==> src/rtl/multdiv_ctrl_pkg.sv <==
// Shared definitions for the multiply/divide sequencer: state encoding,
// default iteration counts and the iteration counter width.
package multdiv_pkg;

  localparam int CNT_W          = 6;
  localparam int MULT_ITERS_DEF = 16;
  localparam int DIV_ITERS_DEF  = 32;

  typedef enum logic [1:0] {
    S_IDLE = 2'b00,
    S_RUN  = 2'b01,
    S_FIX  = 2'b10,
    S_DONE = 2'b11
  } state_t;

  // Counter value seen in the final step cycle of an operation of `iters` steps.
  function automatic logic [CNT_W-1:0] last_iter(input int iters);
    return CNT_W'(iters - 1);
  endfunction

endpackage

==> src/rtl/multdiv_ctrl_if.sv <==
// Pipeline-side start/flag signals and datapath control strobes of the
// multiply/divide sequencer.
interface multdiv_ctrl_if;
  import multdiv_pkg::*;

  logic             ctrl_MULT;
  logic             ctrl_DIV;
  logic             divisor_zero;
  logic             mult_ovf;
  logic             load_en;
  logic             step_en;
  logic             fix_en;
  logic             op_div;
  logic [CNT_W-1:0] iter_count;
  logic             busy;
  logic             data_resultRDY;
  logic             data_exception;

  modport master (
    output ctrl_MULT, ctrl_DIV, divisor_zero, mult_ovf,
    input  load_en, step_en, fix_en, op_div, iter_count, busy,
           data_resultRDY, data_exception
  );

  modport slave (
    input  ctrl_MULT, ctrl_DIV, divisor_zero, mult_ovf,
    output load_en, step_en, fix_en, op_div, iter_count, busy,
           data_resultRDY, data_exception
  );

endinterface

==> src/rtl/multdiv_ctrl_iter_count.sv <==
// Iteration counter: synchronous up-counter built from per-bit toggle
// enables, with a synchronous clear that overrides the enable.
module iter_count_6
  import multdiv_pkg::*;
(
  input  logic             clk,
  input  logic             clr,
  input  logic             en,
  output logic [CNT_W-1:0] count
);

  logic [CNT_W-1:0] cnt_q, cnt_d, tog;

  // Bit i toggles when enabled and every lower bit is one.
  always_comb begin
    tog[0] = en;
    for (int i = 1; i < CNT_W; i++) begin
      tog[i] = tog[i-1] & cnt_q[i-1];
    end
    cnt_d = cnt_q ^ tog;
  end

  always_ff @(posedge clk) begin
    if (clr) begin
      cnt_q <= '0;
    end else begin
      cnt_q <= cnt_d;
    end
  end

  assign count = cnt_q;

endmodule

==> src/rtl/multdiv_ctrl.sv <==
// Sequencer for the iterative multiply/divide datapath: loads operands,
// steps the iterations, applies the divide correction and flags completion.
module multdiv_ctrl
  import multdiv_pkg::*;
#(
  parameter int MULT_ITERS = MULT_ITERS_DEF,
  parameter int DIV_ITERS  = DIV_ITERS_DEF
) (
  input  logic          clk,
  input  logic          clr,
  multdiv_ctrl_if.slave bus
);

  localparam logic [CNT_W-1:0] MULT_LAST = last_iter(MULT_ITERS);
  localparam logic [CNT_W-1:0] DIV_LAST  = last_iter(DIV_ITERS);

  state_t           state_q, state_d;
  logic             op_div_q, op_div_d;
  logic             div0_q, div0_d;
  logic             start, is_div_start, terminal;
  logic             cnt_en, cnt_clr;
  logic             step, fix, rdy, exc;
  logic [CNT_W-1:0] cnt_val;

  assign start        = (bus.ctrl_MULT | bus.ctrl_DIV) & ~clr;
  assign is_div_start = bus.ctrl_DIV & ~bus.ctrl_MULT;
  assign terminal     = cnt_val == (op_div_q ? DIV_LAST : MULT_LAST);
  assign cnt_clr      = clr | start;

  iter_count_6 u_iter_count (
    .clk   (clk),
    .clr   (cnt_clr),
    .en    (cnt_en),
    .count (cnt_val)
  );

  always_comb begin
    state_d  = state_q;
    op_div_d = op_div_q;
    div0_d   = div0_q;
    cnt_en   = 1'b0;
    step     = 1'b0;
    fix      = 1'b0;
    rdy      = 1'b0;
    exc      = 1'b0;

    unique case (state_q)
      S_RUN: begin
        step = 1'b1;
        if (terminal) begin
          state_d = op_div_q ? S_FIX : S_DONE;
        end else begin
          cnt_en = 1'b1;
        end
      end
      S_FIX: begin
        fix     = 1'b1;
        state_d = S_DONE;
      end
      S_DONE: begin
        rdy     = 1'b1;
        exc     = div0_q | (~op_div_q & bus.mult_ovf);
        state_d = S_IDLE;
      end
      default: state_d = S_IDLE;
    endcase

    // A new start pre-empts whatever the current state would do next.
    if (start) begin
      op_div_d = is_div_start;
      div0_d   = is_div_start & bus.divisor_zero;
      state_d  = div0_d ? S_DONE : S_RUN;
      cnt_en   = 1'b1;
    end
  end

  always_ff @(posedge clk) begin
    if (clr) begin
      state_q  <= S_IDLE;
      op_div_q <= 1'b0;
      div0_q   <= 1'b0;
    end else begin
      state_q  <= state_d;
      op_div_q <= op_div_d;
      div0_q   <= div0_d;
    end
  end

  // Every output reads as zero while clr is held.
  assign bus.load_en        = start;
  assign bus.step_en        = step & ~clr;
  assign bus.fix_en         = fix & ~clr;
  assign bus.data_resultRDY = rdy & ~clr;
  assign bus.data_exception = exc & ~clr;
  assign bus.op_div         = op_div_q & ~clr;
  assign bus.iter_count     = clr ? '0 : cnt_val;
  assign bus.busy           = ((state_q != S_IDLE) | start) & ~clr;

endmodule

==> src/flat_wrapper.sv <==
// flat-port wrapper written by rule: the top's interface ports become plain ports
module multdiv_ctrl_flat import multdiv_pkg::*;
#(
  parameter int MULT_ITERS = MULT_ITERS_DEF,
  parameter int DIV_ITERS  = DIV_ITERS_DEF
)
  (clk, clr, bus_ctrl_MULT, bus_ctrl_DIV, bus_divisor_zero, bus_mult_ovf, bus_load_en, bus_step_en, bus_fix_en, bus_op_div, bus_iter_count, bus_busy, bus_data_resultRDY, bus_data_exception);
  multdiv_ctrl_if bus_i ();
  input  logic clk;
  input  logic clr;
  input wire logic [$bits(bus_i.ctrl_MULT)-1:0] bus_ctrl_MULT;
  input wire logic [$bits(bus_i.ctrl_DIV)-1:0] bus_ctrl_DIV;
  input wire logic [$bits(bus_i.divisor_zero)-1:0] bus_divisor_zero;
  input wire logic [$bits(bus_i.mult_ovf)-1:0] bus_mult_ovf;
  output wire logic [$bits(bus_i.load_en)-1:0] bus_load_en;
  output wire logic [$bits(bus_i.step_en)-1:0] bus_step_en;
  output wire logic [$bits(bus_i.fix_en)-1:0] bus_fix_en;
  output wire logic [$bits(bus_i.op_div)-1:0] bus_op_div;
  output wire logic [$bits(bus_i.iter_count)-1:0] bus_iter_count;
  output wire logic [$bits(bus_i.busy)-1:0] bus_busy;
  output wire logic [$bits(bus_i.data_resultRDY)-1:0] bus_data_resultRDY;
  output wire logic [$bits(bus_i.data_exception)-1:0] bus_data_exception;
  assign bus_i.ctrl_MULT = bus_ctrl_MULT;
  assign bus_i.ctrl_DIV = bus_ctrl_DIV;
  assign bus_i.divisor_zero = bus_divisor_zero;
  assign bus_i.mult_ovf = bus_mult_ovf;
  assign bus_load_en = bus_i.load_en;
  assign bus_step_en = bus_i.step_en;
  assign bus_fix_en = bus_i.fix_en;
  assign bus_op_div = bus_i.op_div;
  assign bus_iter_count = bus_i.iter_count;
  assign bus_busy = bus_i.busy;
  assign bus_data_resultRDY = bus_i.data_resultRDY;
  assign bus_data_exception = bus_i.data_exception;
  multdiv_ctrl #(.MULT_ITERS(MULT_ITERS), .DIV_ITERS(DIV_ITERS)) u_core (.clk(clk), .clr(clr), .bus(bus_i));
endmodule
==> config.mk <==
export PLATFORM = sky130hd
export DESIGN_NAME = multdiv_ctrl_flat
export DESIGN_NICKNAME = d
export VERILOG_FILES = /design/src/rtl/multdiv_ctrl_pkg.sv /design/src/rtl/multdiv_ctrl_if.sv /design/src/rtl/multdiv_ctrl_iter_count.sv /design/src/rtl/multdiv_ctrl.sv /design/src/flat_wrapper.sv
export SDC_FILE = /design/constraint.sdc
export NUM_CORES = 1
export LEC_CHECK = 0
export ABC_AREA = 0
export BUFFER_PORTS_ARGS = -buffer_cell sky130_fd_sc_hd__buf_2
export CAP_MARGIN = 20
export CORE_MARGIN = 2
export CORE_UTILIZATION = 44
export CTS_CLUSTER_DIAMETER = 40
export DETAILED_ROUTE_END_ITERATION = 12
export PLACE_DENSITY = 0.73
export SYNTH_ARGS = -nofsm -noshare
export SYNTH_HDL_FRONTEND = slang
export SYNTH_SLANG_ARGS = --single-unit
==> constraint.sdc <==
create_clock -name clk -period 2.05 [get_ports clk]
set_input_delay 0.41 -clock clk [delete_from_list [all_inputs] [get_ports clk]]
set_output_delay 0.41 -clock clk [all_outputs]
set_load 0.03 [all_outputs]
Word-level counts from Yosys, hierarchy flattened
Index checks and enable logic that the tools add are counted.

Muxes and demuxes: 14. Equality and inequality tests: 5. Bitwise gates (word level): 23. Reduce and logical (&&, ||, !) cells: 1.

Operator list (number): $and A1 B1 Y1 (15); $mux W1 (8); $eq A6 B6 Y1 (1); $mux W2 (3); $mux W6 (1); $xor A6 B6 Y6 (1); $mux W5 (1); $eq A2 B2 Y1 const B (2); $or A1 B1 Y1 (4); $pmux W2 S2 (1); $ne A3 B1 Y1 const B (1); $not A1 Y1 (3); $eq A2 B1 Y1 const B (1); $reduce_bool A2 Y1 (1).

Output and inout bits: 13. Register bits after elaboration: 10.

Longest topological paths before layout
Depth in word-level cells: 11. Mapped depth: 11.

By module
Synthesis repeated with hierarchy kept, for this count alone.

Cells, all modules: 63. Area, all modules: 595.6 um^2.

By module, submodules not included: multdiv_ctrl (area each 369.1 um^2, instances 1, seq. area each 80.1 um^2, cells each 45); iter_count_6 (area each 226.5 um^2, instances 1, seq. area each 120.1 um^2, cells each 18).

Worst setup path after synthesis
OpenSTA, ideal clock, no wires.

Kind: reg-to-reg. From: register u_core.op_div_q. To: register u_core.u_iter_count.cnt_q[5] (netlist: u_core.u_iter_count.count[5]). Slack: -0.099 ns. Path buffers: 0. Arrival: 2.034 ns. Cell stages (with the launch flop): 11. Setup time: 0.115 ns. Required time: 1.935 ns. Period minus slack after synthesis: 2.149 ns. Path through: dfxtp_1 xor2_1 o31ai_1 o21ai_0 ha_1 ha_1 ha_1 ha_1 ha_1 xor2_1 and2_1.

Word-level cells in the longest chain between the ends: 11.

RTL lines: start, declared (RTL line multdiv_ctrl.sv:18) `logic op_div_q, op_div_d;`; start signal, assigned (RTL line multdiv_ctrl.sv:84) `op_div_q <= op_div_d;`; $mux W5 (RTL line multdiv_ctrl.sv:27) `assign terminal = cnt_val == (op_div_q ? DIV_LAST : MULT_LAST);`; $eq A6 B6 Y1 (RTL line multdiv_ctrl.sv:27); $mux W1 (RTL line multdiv_ctrl.sv:50) `if (terminal) begin`; $mux W1 (RTL line multdiv_ctrl.sv:47) `unique case (state_q)`; $mux W1 (RTL line multdiv_ctrl.sv:69) `if (start) begin`; $and A1 B1 Y1 (5 in series) (RTL line multdiv_ctrl_iter_count.sv:18) `tog[i] = tog[i-1] & cnt_q[i-1];`; $xor A6 B6 Y6 (RTL line multdiv_ctrl_iter_count.sv:20) `cnt_d = cnt_q ^ tog;`; end signal, assigned (RTL line multdiv_ctrl_iter_count.sv:27) `cnt_q <= cnt_d;`; end, declared (RTL line multdiv_ctrl_iter_count.sv:12) `logic [CNT_W-1:0] cnt_q, cnt_d, tog;`.

Every way passes these cells. A chain may end at the register's enable or synchronous reset.

Final worst setup path
From: register u_core.u_iter_count.cnt_q[0] (netlist: u_core.u_iter_count.count[0]). To: register u_core.u_iter_count.cnt_q[5] (netlist: u_core.u_iter_count.count[5]).

Word-level cells in the longest chain between the ends: 10.

RTL lines (RTL line): $eq A6 B6 Y1 (multdiv_ctrl.sv:27); $mux W1 (multdiv_ctrl.sv:50); $mux W1 (multdiv_ctrl.sv:47); $mux W1 (multdiv_ctrl.sv:69); $and A1 B1 Y1 * (5 in series) (multdiv_ctrl_iter_count.sv:18); $xor A6 B6 Y6 * (multdiv_ctrl_iter_count.sv:20).

Mark *: on every way between the ends. The rest lies on a longest branch, timed or not.

==> parameters.txt <==
Parameter                              Value

Outcome
  Result of the run    finished, violations left
  Failing checks    setup timing

Timing
  Worst slew margin    64.7%
  Clock Skews    around 0.00027 ns
  Final setup fails    1
  Post-layout minimum cycle time    about 2.1 ns
  Slew at the pin with the worst max-slew slack    0.526 ns
  Post-route setup TNS    -0.0189 ns
  Number of max-slew violations in the final report    0
  Highest achievable clock rate    483 MHz
  Count of final hold-check violations    0
  Final worst path period share    101%
  Fin worst setup slack    -0.0189 ns
  Unrepaired setup endpoints after global routing    yes

GRT
  First-pass GRT wire length    2790 um
  Antenna violations before repair    0
  GRT Residual Overflow    0
  Via count of the first global-routing pass    651
  Routing usage on met2    37.2%
  Total GRT Usage    between 20% and 30%
  GRT met1 Usage    between 20% and 30%
  Maximum number of pins on one net before global-route repair    18
  Met3 usage    5.60%
  Routing layer with the top usage in global route    met2

Floorplan
  I/O pin count    19
  Die outline area    ~0.0018 mm2
  Die span in x    42.0 um
  Chip Height    42.0 um
  FP Rows    13
  Core Footprint    about 0.0013 mm2
  Initial core utilization    47.7%

Detailed routing
  Total Wirelength    1760 um
  Routed via count divided by cell count    5.28
  Drt first-iter violations    13
  Antenna Nets Post-Route    0
  DR WL/cell    14.3 um
  Residual DRC    0
  Count of vias placed by the detailed router    649
  First-pass iteration count of the detailed router    4

Power and ir drop
  Pwr dens    496 mW/mm2
  Leak pwr    0.472 nW
  P_sw    0.000136 W
  Gate power share    20.7%
  Switching part of the total    27.8%
  Internal    0.000353 W
  Worst voltage drop across the vdd grid    0.000424 V
  Seq pwr share    41.8%
  Clk pwr share    37.5%

CTS
  Number of H-tree levels    1
  Clk root buf    sky130_fd_sc_hd__clkbuf_4
  Count of hold-fix buffers inserted at cts    0
  Clock slew at the register clock pins of the worst setup and hold paths    0.07 ns
  Bufs on Longest Clock Path    2
  Clock insertion delay at the later pin of the skew report    0.27 ns
  Clock tree from TritonCTS    yes
  Number of clock buffers inserted by TritonCTS    3
  Total number of clock tree sinks    10

Place
  Post-DP HPWL    about 1200 um
  Area post-placement    855 um2
  Gp weighted congestion    a little under 0.8
  Buffers added on ports    18

Finish
  Sequential cell area    205 um2
  Antenna cell count    0
  Final standard cell area without fillers    slightly below 0.001 mm2
  Final Net Count    about 120
  Area taken by multi-input logic gates    between 400 and 500 um2
  Final standard cell utilization of the core    73.9%
  Share of final-layout standard cells stronger than drive strength 1    49.1%
  Count of fill cells added during filler insertion    107
  Synth-to-Final Area Change    54.8%

Synthesis
  Async S/R FF share, synth    0%
  Flip-flop cell with the highest count after synthesis    sky130_fd_sc_hd__dfxtp_1
  Number of register bits inferred by synthesis    10
  Area share of the leading cell type in the synthesized netlist    31.4%
  Synthesized area per cell    between 8 and 9 um2
  Number of distinct library cells after synthesis    24
  Most area-consuming cells after synthesis    sky130_fd_sc_hd__dfxtp_1 (31%), sky130_fd_sc_hd__ha_1 (18%), sky130_fd_sc_hd__nor2b_1 (13%)
  Yosys top cell by area    sky130_fd_sc_hd__dfxtp_1
  Net Count, Synth    86
  Number of warnings reported in the yosys synthesis log    0
  Netlist area before placement    637 um2
  Cell count after synthesis    71
  Seq/Total Area, Yosys    31.4%
  Post-synth EDFFs    0

Critical path
  Critical path endpoint category    flop
  Required time at the endpoint of the critical path    approximately 2.2 ns
  Worst Path Arrival    roughly 2.2 ns
  Type of element launching the critical path    flop
  Largest fanout of any net on the critical path    2
  Category of the critical setup timing path    reg2reg
  Cell count of the worst reg-to-reg path    10

Hold path
  Hold Crit Depth    3
  Type of the tightest min-delay check    in2reg

Flow run
  Number of violations of the max-capacitance limit    0
-- state kept, by name, indices dropped and copies added (netlist names) --
name	flops
u_core.op_div_q	1
u_core.div0_q	1
u_core.u_iter_count.count	6
u_core.state_q	2
-- cells in the mapped netlist, types with 2 or more instances --
cell type                  n
sky130_fd_sc_hd__nor3_1    4
sky130_fd_sc_hd__ha_1      9
sky130_fd_sc_hd__nor2_1    4
sky130_fd_sc_hd__dfxtp_1  10
sky130_fd_sc_hd__o21ai_0   2
sky130_fd_sc_hd__o31ai_1   2
sky130_fd_sc_hd__xor2_1    2
sky130_fd_sc_hd__inv_1     3
sky130_fd_sc_hd__a21oi_1   3
sky130_fd_sc_hd__and2_1    6
sky130_fd_sc_hd__nor2b_1  13
-- kinds of logic after synthesis --
kind of cell,count (synthesis),share of synthesized area [%]
and+or+nand+nor,33,31.0
AOI/OAI and AO/OA,10,10.0
DFF,10,31.4
adders and majority gates,9,17.7
buffers and inverters,5,4.12
xor gates and xnor gates,3,4.13
muxes,1,1.57
-- routing by layer --
layer	wire, um	share of wire [%]
met5	0	0
met4	38	2.2
met3	97	5.5
met2	934	53
met1	686	39
-- path summary, 6_finish.rpt --
| check | from | to | slack, ns |
|---|---|---|---|
| worst max-delay path | u_core.u_iter_count.count[0] | u_core.u_iter_count.count[5] | -0.02 |
| worst max register to register | u_core.u_iter_count.count[0] | u_core.u_iter_count.count[5] | -0.02 |
| worst min register to register | u_core.div0_q | u_core.div0_q | 0.53 |
| worst min-delay path | bus_ctrl_MULT | u_core.op_div_q | 0.44 |
-- layout by cell type, fill, tap and decap left out, types with 4 or more instances in the layout --
master / count
sky130_fd_sc_hd__buf_2: 18
sky130_fd_sc_hd__ha_4: 4
sky130_fd_sc_hd__nor3_1: 4
sky130_fd_sc_hd__ha_1: 4
sky130_fd_sc_hd__dfxtp_2: 4
sky130_fd_sc_hd__buf_4: 17
sky130_fd_sc_hd__and2_1: 6
sky130_fd_sc_hd__nor2_1: 4
sky130_fd_sc_hd__nor2b_1: 13
sky130_fd_sc_hd__dfxtp_1: 6
-- through the flow --
| step | instances | hold WS, ns | worst slack [ns] | power, W |
|---|---|---|---|---|
| final | 123 | 0.438 | -0.0189 | 0.000489 |
| after global routing | 123 | 0.438 | -0.0836 | 0.000513 |
| after CTS | 123 | 0.430 | -0.00886 | 0.000484 |
| after detailed placement | 117 | 0.520 | -0.0961 | 0.000300 |
| after global placement | 117 | 0.508 | -0.0180 | 0.000296 |
| after floorplan | 71 | 0.479 | 0.0142 | 0.000263 |
-- critical path, cell delays in order (launching register included) --
cell,delay [ns]
sky130_fd_sc_hd__dfxtp_1,0.35
sky130_fd_sc_hd__nand3_2,0.11
sky130_fd_sc_hd__o31ai_4,0.29
sky130_fd_sc_hd__o21ai_1,0.11
sky130_fd_sc_hd__ha_2,0.20
sky130_fd_sc_hd__ha_4,0.16
sky130_fd_sc_hd__ha_4,0.15
sky130_fd_sc_hd__ha_4,0.15
sky130_fd_sc_hd__ha_4,0.15
sky130_fd_sc_hd__xor2_1,0.13
sky130_fd_sc_hd__and2_1,0.15
-- layout make-up --
class	instances	share of cell area [%]
clock buffers	4	3.68
well taps	15	1.90
flip-flops and latches	10	20.8
inverters	3	1.14
multi-input cells	56	50.4
repair buffers	35	22.1
-- power groups by stage --
stage | combinational (W) | clock [W] | sequential (W)
detailed placement | 0.0000912 | 0 | 0.000209
CTS | 0.0000977 | 0.000182 | 0.000204
floorplan | 0.0000540 | 0 | 0.000209
finish | 0.000101 | 0.000183 | 0.000204
global route | 0.000110 | 0.000198 | 0.000205
global placement | 0.0000879 | 0 | 0.000208
-- repair_timing --
action                     in CTS  in global routing
setup endpoints to repair       2                  2
setup buffers                   2                  0
cloned                          0                  0
resized for setup               8                  5
pin swaps                       3                  1
(Power assumes the default switching activity.)
